File: config.mk
export PLATFORM = sky130hd
export DESIGN_NAME = seq_pattern_tx
export DESIGN_NICKNAME = d
export VERILOG_FILES = /design/src/rtl/seq_pattern_tx.sv
export SDC_FILE = /design/constraint.sdc
export NUM_CORES = 1
export LEC_CHECK = 0
export CAP_MARGIN = 25
export CELL_PAD_IN_SITES_DETAIL_PLACEMENT = 2
export CELL_PAD_IN_SITES_GLOBAL_PLACEMENT = 2
export CORE_MARGIN = 3
export CORE_UTILIZATION = 28
export CTS_BUF_LIST = sky130_fd_sc_hd__clkbuf_8
export CTS_CLUSTER_SIZE = 28
export DETAILED_ROUTE_END_ITERATION = 16
export MAX_ROUTING_LAYER = met4
export PLACE_DENSITY_LB_ADDON = 0.1
export SETUP_SLACK_MARGIN = 0.3
export SYNTH_ARGS = -nofsm -noshare
export SYNTH_HDL_FRONTEND = slang
export SYNTH_SLANG_ARGS = --single-unit
File: constraint.sdc
create_clock -name clk -period 2.2 [get_ports clk]
set_input_delay 0.44 -clock clk [delete_from_list [all_inputs] [get_ports clk]]
set_output_delay 0.44 -clock clk [all_outputs]
set_load 0.01 [all_outputs]
File: src/rtl/seq_pattern_tx.sv
// Serial frame transmitter: sync pattern, payload MSB-first, even-parity bit,
// then an idle gap. Feeds the "1011" Moore sequence detector.
module seq_pattern_tx #(
    parameter int                DATA_W   = 8,
    parameter int                SYNC_W   = 4,
    parameter logic [SYNC_W-1:0] SYNC_PAT = 4'b1011,
    parameter int                GAP      = 2
) (
    input  logic              clk,
    input  logic              rst_n,
    input  logic [DATA_W-1:0] data_in,
    input  logic              data_valid,
    output logic              data_ready,
    output logic              out_bit,
    output logic              out_valid,
    output logic              busy,
    output logic              frame_done
);

    localparam int MAX_AB  = (SYNC_W > DATA_W) ? SYNC_W : DATA_W;
    localparam int MAX_LEN = (MAX_AB > GAP) ? MAX_AB : GAP;
    localparam int CNT_W   = (MAX_LEN > 1) ? $clog2(MAX_LEN) : 1;

    localparam logic [CNT_W-1:0] SYNC_LD = CNT_W'(SYNC_W - 1);
    localparam logic [CNT_W-1:0] DATA_LD = CNT_W'(DATA_W - 1);
    localparam logic [CNT_W-1:0] GAP_LD  = CNT_W'((GAP > 0) ? (GAP - 1) : 0);
    localparam logic [CNT_W-1:0] CNT_ZERO = {CNT_W{1'b0}};

    typedef enum logic [2:0] {
        S_IDLE   = 3'd0,
        S_SYNC   = 3'd1,
        S_DATA   = 3'd2,
        S_PARITY = 3'd3,
        S_GAP    = 3'd4
    } state_t;

    function automatic logic f_even_parity(input logic [DATA_W-1:0] d);
        return ^d;
    endfunction

    state_t              r_state;
    logic [CNT_W-1:0]    r_cnt;
    logic [DATA_W-1:0]   r_shift;
    logic [SYNC_W-1:0]   r_sync;
    logic                r_par;
    logic                r_data_ready;
    logic                r_out_bit;
    logic                r_out_valid;
    logic                r_busy;
    logic                r_frame_done;

    state_t              w_state_nxt;
    logic [CNT_W-1:0]    w_cnt_nxt;
    logic [DATA_W-1:0]   w_shift_nxt;
    logic [SYNC_W-1:0]   w_sync_nxt;
    logic                w_par_nxt;
    logic                w_bit_nxt;
    logic                w_valid_nxt;

    // Next-state logic; r_cnt counts the bits still to follow in the current state.
    always_comb begin
        w_state_nxt = r_state;
        w_cnt_nxt   = r_cnt;
        w_shift_nxt = r_shift;
        w_sync_nxt  = r_sync;
        w_par_nxt   = r_par;
        w_bit_nxt   = 1'b0;
        w_valid_nxt = 1'b0;
        case (r_state)
            S_IDLE: begin
                if (data_valid && r_data_ready) begin
                    w_state_nxt = S_SYNC;
                    w_cnt_nxt   = SYNC_LD;
                    w_shift_nxt = data_in;
                    w_par_nxt   = f_even_parity(data_in);
                    w_sync_nxt  = SYNC_PAT << 1;
                    w_bit_nxt   = SYNC_PAT[SYNC_W-1];
                    w_valid_nxt = 1'b1;
                end else begin
                    w_state_nxt = S_IDLE;
                end
            end
            S_SYNC: begin
                w_valid_nxt = 1'b1;
                if (r_cnt == CNT_ZERO) begin
                    w_state_nxt = S_DATA;
                    w_cnt_nxt   = DATA_LD;
                    w_bit_nxt   = r_shift[DATA_W-1];
                    w_shift_nxt = r_shift << 1;
                end else begin
                    w_cnt_nxt   = r_cnt - 1'b1;
                    w_bit_nxt   = r_sync[SYNC_W-1];
                    w_sync_nxt  = r_sync << 1;
                end
            end
            S_DATA: begin
                w_valid_nxt = 1'b1;
                if (r_cnt == CNT_ZERO) begin
                    w_state_nxt = S_PARITY;
                    w_bit_nxt   = r_par;
                end else begin
                    w_cnt_nxt   = r_cnt - 1'b1;
                    w_bit_nxt   = r_shift[DATA_W-1];
                    w_shift_nxt = r_shift << 1;
                end
            end
            S_PARITY: begin
                if (GAP > 0) begin
                    w_state_nxt = S_GAP;
                    w_cnt_nxt   = GAP_LD;
                end else begin
                    w_state_nxt = S_IDLE;
                end
            end
            S_GAP: begin
                if (r_cnt == CNT_ZERO) begin
                    w_state_nxt = S_IDLE;
                end else begin
                    w_cnt_nxt   = r_cnt - 1'b1;
                end
            end
            default: begin
                w_state_nxt = S_IDLE;
            end
        endcase
    end

    // State and registered outputs; ready/busy/done are derived from the state being entered.
    always_ff @(posedge clk or negedge rst_n) begin
        if (!rst_n) begin
            r_state      <= S_IDLE;
            r_cnt        <= CNT_ZERO;
            r_shift      <= {DATA_W{1'b0}};
            r_sync       <= {SYNC_W{1'b0}};
            r_par        <= 1'b0;
            r_data_ready <= 1'b0;
            r_out_bit    <= 1'b0;
            r_out_valid  <= 1'b0;
            r_busy       <= 1'b0;
            r_frame_done <= 1'b0;
        end else begin
            r_state      <= w_state_nxt;
            r_cnt        <= w_cnt_nxt;
            r_shift      <= w_shift_nxt;
            r_sync       <= w_sync_nxt;
            r_par        <= w_par_nxt;
            r_data_ready <= (w_state_nxt == S_IDLE);
            r_out_bit    <= w_bit_nxt;
            r_out_valid  <= w_valid_nxt;
            r_busy       <= (w_state_nxt != S_IDLE);
            r_frame_done <= (w_state_nxt == S_PARITY);
        end
    end

    assign data_ready = r_data_ready;
    assign out_bit    = r_out_bit;
    assign out_valid  = r_out_valid;
    assign busy       = r_busy;
    assign frame_done = r_frame_done;

endmodule
Word-level counts from Yosys, hierarchy flattened
Cells that the tools add are included.
- flip-flop bits (word level): 24
- bits of input ports: 11
- output and inout port bits: 5
- add/sub/neg operators: 1
- eq/ne operators: 10
- mux-type cells: 21
- reductions and logical operators: 15
- operators by type and width (operator ; number):
    $mux 8 ; 3
    $pmux 8 s3 ; 1
    $mux 3 ; 6
    $pmux 3 s5 ; 1
    $pmux 3 s4 ; 1
    $ne 2x2->1 const B ; 5
    $eq 3x2->1 const B ; 3
    $logic_not 3->1 ; 3
    $mux 4 ; 2
    $pmux 4 s2 ; 1
    $reduce_xor 8->1 ; 1
    $reduce_and 3->1 ; 2
    $reduce_bool 3->1 ; 2
    $mux 1 ; 4
    $reduce_and 4->1 ; 1
    $reduce_bool 4->1 ; 1
    $reduce_or 2->1 ; 2
    $eq 3x1->1 const B ; 1
    $eq 3x3->1 const B ; 1
    $pmux 1 s3 ; 1
    $sub 3x1->3 const B ; 1
    $pmux 1 s2 ; 1
    $reduce_and 2->1 ; 1
    $reduce_bool 2->1 ; 1
    $logic_and 1x1->1 ; 1

Longest topological paths before layout
- depth after elaboration: 4
- mapped depth: 8

Worst setup path before layout
OpenSTA, ideal clock, no wires.
- path kind: register -> register
- from: register r_cnt[0]
- to: register r_shift[2]
- library setup time: 73 ps
- arrival time: 1649 ps
- required time: 2127 ps
- setup slack: 478 ps
- stages on the path, launching flop included: 9
- path buffers: 2
- path through: dfrtp_1 -> inv_1 -> ha_1 -> nand2b_1 -> buf_6 -> a2111oi_4 -> buf_6 -> nor2_1 -> a21oi_2
- longest elaborated chain between the ends: 3
- elaborated cells on any way between the ends: 4
- classes of those cells: eq/ne (2); reduce/logical (2)
- RTL lines (what ; RTL line ; RTL):
    start: declaration ; 42 ; logic [CNT_W-1:0] r_cnt;
    start signal: assignment ; 143 ; r_cnt <= w_cnt_nxt;
    $logic_not 3->1 (*) ; 85, 98 ;
    $ne 2x2->1 (no line) ; -- ;
    $reduce_and 4->1 (no line) (*) ; -- ;
    end signal: assignment ; 133 ; r_shift <= {DATA_W{1'b0}};
    end signal: assignment ; 144 ; r_shift <= w_shift_nxt;
    end: declaration ; 43 ; logic [DATA_W-1:0] r_shift;
Mark *: on every way between the ends. The rest lies on a longest branch, timed or not.
A chain may end at the register's enable or synchronous reset.

Final worst setup path
- from: register r_state[0]
- to: register r_shift[2]
- longest elaborated chain between the ends: 3
- elaborated cells on any way between the ends: 9
- classes of those cells: eq/ne (5); mux (1); reduce/logical (3)
- RTL lines (what ; RTL line ; RTL):
    start: declaration ; 41 ; state_t r_state;
    start signal: assignment ; 142 ; r_state <= w_state_nxt;
    $eq 3x2->1, or another cell as far along ; 69 ; case (r_state)
    $ne 2x2->1 (no line) / $reduce_bool 3->1 (equally long branches) ; -- ;
    $reduce_and 4->1 (no line) ; -- ;
Several ways; a longest one is shown, not always the timed one.

==> flow_summary.json <==
{
  "regToRegStartpoint": "r_state[0]",
  "hold_start": "r_sync[1]",
  "synth_nets": 141,
  "synth_warnings": 0,
  "ys_seq_area_share_pct": 44.4,
  "numCtsBuffers": 3,
  "grt-ovfl-total": 0,
  "fp.dieH_um": 74.1,
  "grt_pass1_wl_um": 5540,
  "cts_root_buf": "clkbuf_8",
  "portBuffers": 15,
  "dr_total_vias": 1012,
  "syn_inst": 128,
  "first_pass_iters": 4,
  "max_freq_mhz": 569,
  "end_kind": "flop",
  "cts_resized": 0,
  "syn_to_final_growth_pct": 19.5,
  "ir_worst_vdd_mv": 0.654,
  "wl_per_cell_um": 16.7,
  "hold_end": "r_sync[1]",
  "floorplan.rows": 24,
  "cp_slowest_cell": "dfrtp_1",
  "ff2ff_setup_slack_ns": 0.44,
  "p_leak_nw": 0.641,
  "start_kind": "flop",
  "pin_count": 16,
  "drtIter0Drc": 60,
  "postRouteAntennaNets": 0,
  "vias_per_cell": 5.11,
  "cp_max_fo": 11,
  "finalNetCount": 160,
  "htree_levels": 1,
  "post_cts_buffers": 0,
  "path_class": "flop to flop",
  "tns_ns": 0,
  "critPathArrivalTime_ns": 1.92,
  "final_common_cell": "dfrtp_1",
  "tightest_slew_ns": 0.484,
  "clk_pin_slew_ns": 0.09,
  "routed_wirelength_um": 3310,
  "hp-class": "flop to flop",
  "clk_path_buf_depth": 2,
  "grt_pass1_vias": 1131,
  "p_per_area_nw_per_um2": 1560,
  "r2r-end": "r_shift[2]",
  "hold_violations": 0,
  "layout_common_cells": "dfrtp_1 (23), clkdlybuf4s50_1 (15), o21ai_0 (9), nor2_1 (9), a21oi_1 (9)",
  "ys_seq_elements": 23,
  "antenna_found_initial": 0,
  "hold_buffers": 0,
  "yosys.cell_types.count": 41,
  "cts.sinks": 23,
  "setup_viol": 0,
  "fin_skew_ns": 0.00296,
  "layout-drive-gt1-share_pct": 13.7,
  "post-route-period-util_pct": 79.9,
  "grt.total_usage_pct": 13.7,
  "n_fill_cell": 479,
  "hold_depth": 2,
  "place_congestion": 0.726,
  "cts_tree": "yes",
  "path_cells": "nand2b_1 > a21oi_4 > mux2i_1 > a21oi_2",
  "relSlewSlack_pct": 67.4,
  "grt_max_degree": 24,
  "avgSynthCellArea_sq_um": 10.1,
  "core_area_sq_um": 4410,
  "insertion_delay_ns": 0.27,
  "rsz0062_at_grt": "yes",
  "finalHoldWorstSlack_ns": 0.495,
  "route.detailed.drc": 0,
  "status": "finished clean",
  "crit_required_ns": 2.36,
  "r2r_cells": 4,
  "slew_viol_final": 0,
  "dp_hpwl_um": 2540,
  "finalPower_w": 0.00243,
  "fp.dieArea_sq_um": 5490,
  "start_util_pct": 29.4,
  "synth_area_sq_um": 1300,
  "num_antenna_cells": 0,
  "cpPeakStageDelay_ns": 0.52,
  "min_period_ns": 1.76,
  "maxCapViolCount": 0,
  "die_w_um": 74.1
}
[flip-flops by register name (all words and copies together), names as in the netlist]
signal and flops:
busy 1, r_par 1, out_valid 1, out_bit 1
r_shift 8, r_sync 3, frame_done 1, data_ready 1
r_state 3, r_cnt 3
[critical path, delay by kind of cell, from the launching register on]
family          cells  cell delay, ns
flops               1            0.52
mux                 1            0.28
simple gates        1            0.35
compound gates      2            0.49
[cells by family after synthesis]
logic type / count (synthesis) / share of synthesized area, %
and+or+nand+nor: 40 / 16.9
AOI/OAI and AO/OA: 36 / 20.6
DFF: 23 / 44.4
buffers and inverters: 13 / 6.07
xor gates and xnor gates: 7 / 4.73
muxes: 7 / 5.40
adders and majority gates: 2 / 1.93
[cell usage after synthesis (all sizes together)]
cell type  count  share of area, %
a21o           1              0.58
nand4bb        1              0.87
mux2i          7               5.4
a2111oi        1               2.1
o22a           1              0.68
and2           1              0.48
and2b          1              0.68
nor3b          1              0.96
xnor2          7               4.7
o21ai          9               3.5
o211a          1              0.77
clkbuf         3               1.6
nand3b         2               1.2
inv            6               1.7
nor4           1              0.48
nor2           9               2.6
a22oi          1              0.58
nand2          8               2.3
nand3          7               2.7
o221ai         1              0.68
and3b          1              0.77
o21a           2               1.2
buf            4               2.7
or4            1              0.58
a21oi         12               6.1
nand2b         5               2.4
o41ai          1              0.68
dfrtp         23                44
ha             2               1.9
a32oi          1              0.68
o211ai         2               1.2
a211o          1              0.77
nor3           1              0.39
or2            1              0.48
o311ai         1              0.68
a211oi         1              0.58
[power by group]
| part | switching, W | total, W | internal, W | leakage (nW) |
|---|---|---|---|---|
| Sequential | 0.000165 | 0.000795 | 0.000629 | 0.276 |
| Clock | 0.000146 | 0.000273 | 0.000127 | 0.0255 |
| Combinational | 0.000741 | 0.00136 | 0.000617 | 0.340 |
[stage by stage]
step | worst slack, ns | util, % | instance area (sq um) | cells
after floorplan | 0.478 | - | 1300 | 128
after global placement | 0.260 | 34.0 | 1500 | 194
after detailed placement | 0.246 | 34.0 | 1500 | 194
after CTS | 0.367 | 35.1 | 1550 | 198
after global routing | 0.283 | 35.1 | 1550 | 198
final | 0.443 | 35.1 | 1550 | 198
[layout make-up]
| class | count | area [sq um] | area share [%] |
|---|---|---|---|
| multi-input cells | 92 | 646 | 41.6 |
| flip-flops and latches | 23 | 576 | 37.1 |
| repair buffers | 21 | 195 | 12.6 |
| well taps | 52 | 65.1 | 4.20 |
| clock buffers | 3 | 41.3 | 2.66 |
| inverters | 6 | 22.5 | 1.45 |
| clock inverters | 1 | 5.00 | 0.323 |
[how the worst max path moves through the flow]
stage,end,slack [ns],from
3_3_place_gp,r_shift[0],0.26,data_valid
2_1_floorplan,r_shift[2],0.48,r_cnt[0]
4_1_cts,r_shift[2],0.37,r_state[0]
6_report,r_shift[2],0.44,r_state[0]
3_5_place_dp,r_shift[2],0.25,data_valid
5_1_grt,r_shift[3],0.28,r_state[0]
[per-layer routing]
metal | vias up | routed length (um) | GRT usage (%)
met2 | 8 | 1790 | 24.3
met1 | 513 | 1440 | 16.2
li1 | 489 | - | -
met4 | 0 | 15 | 3.02
met3 | 2 | 58 | 2.03
met5 | - | 0 | -
(Power assumes the default switching activity.)
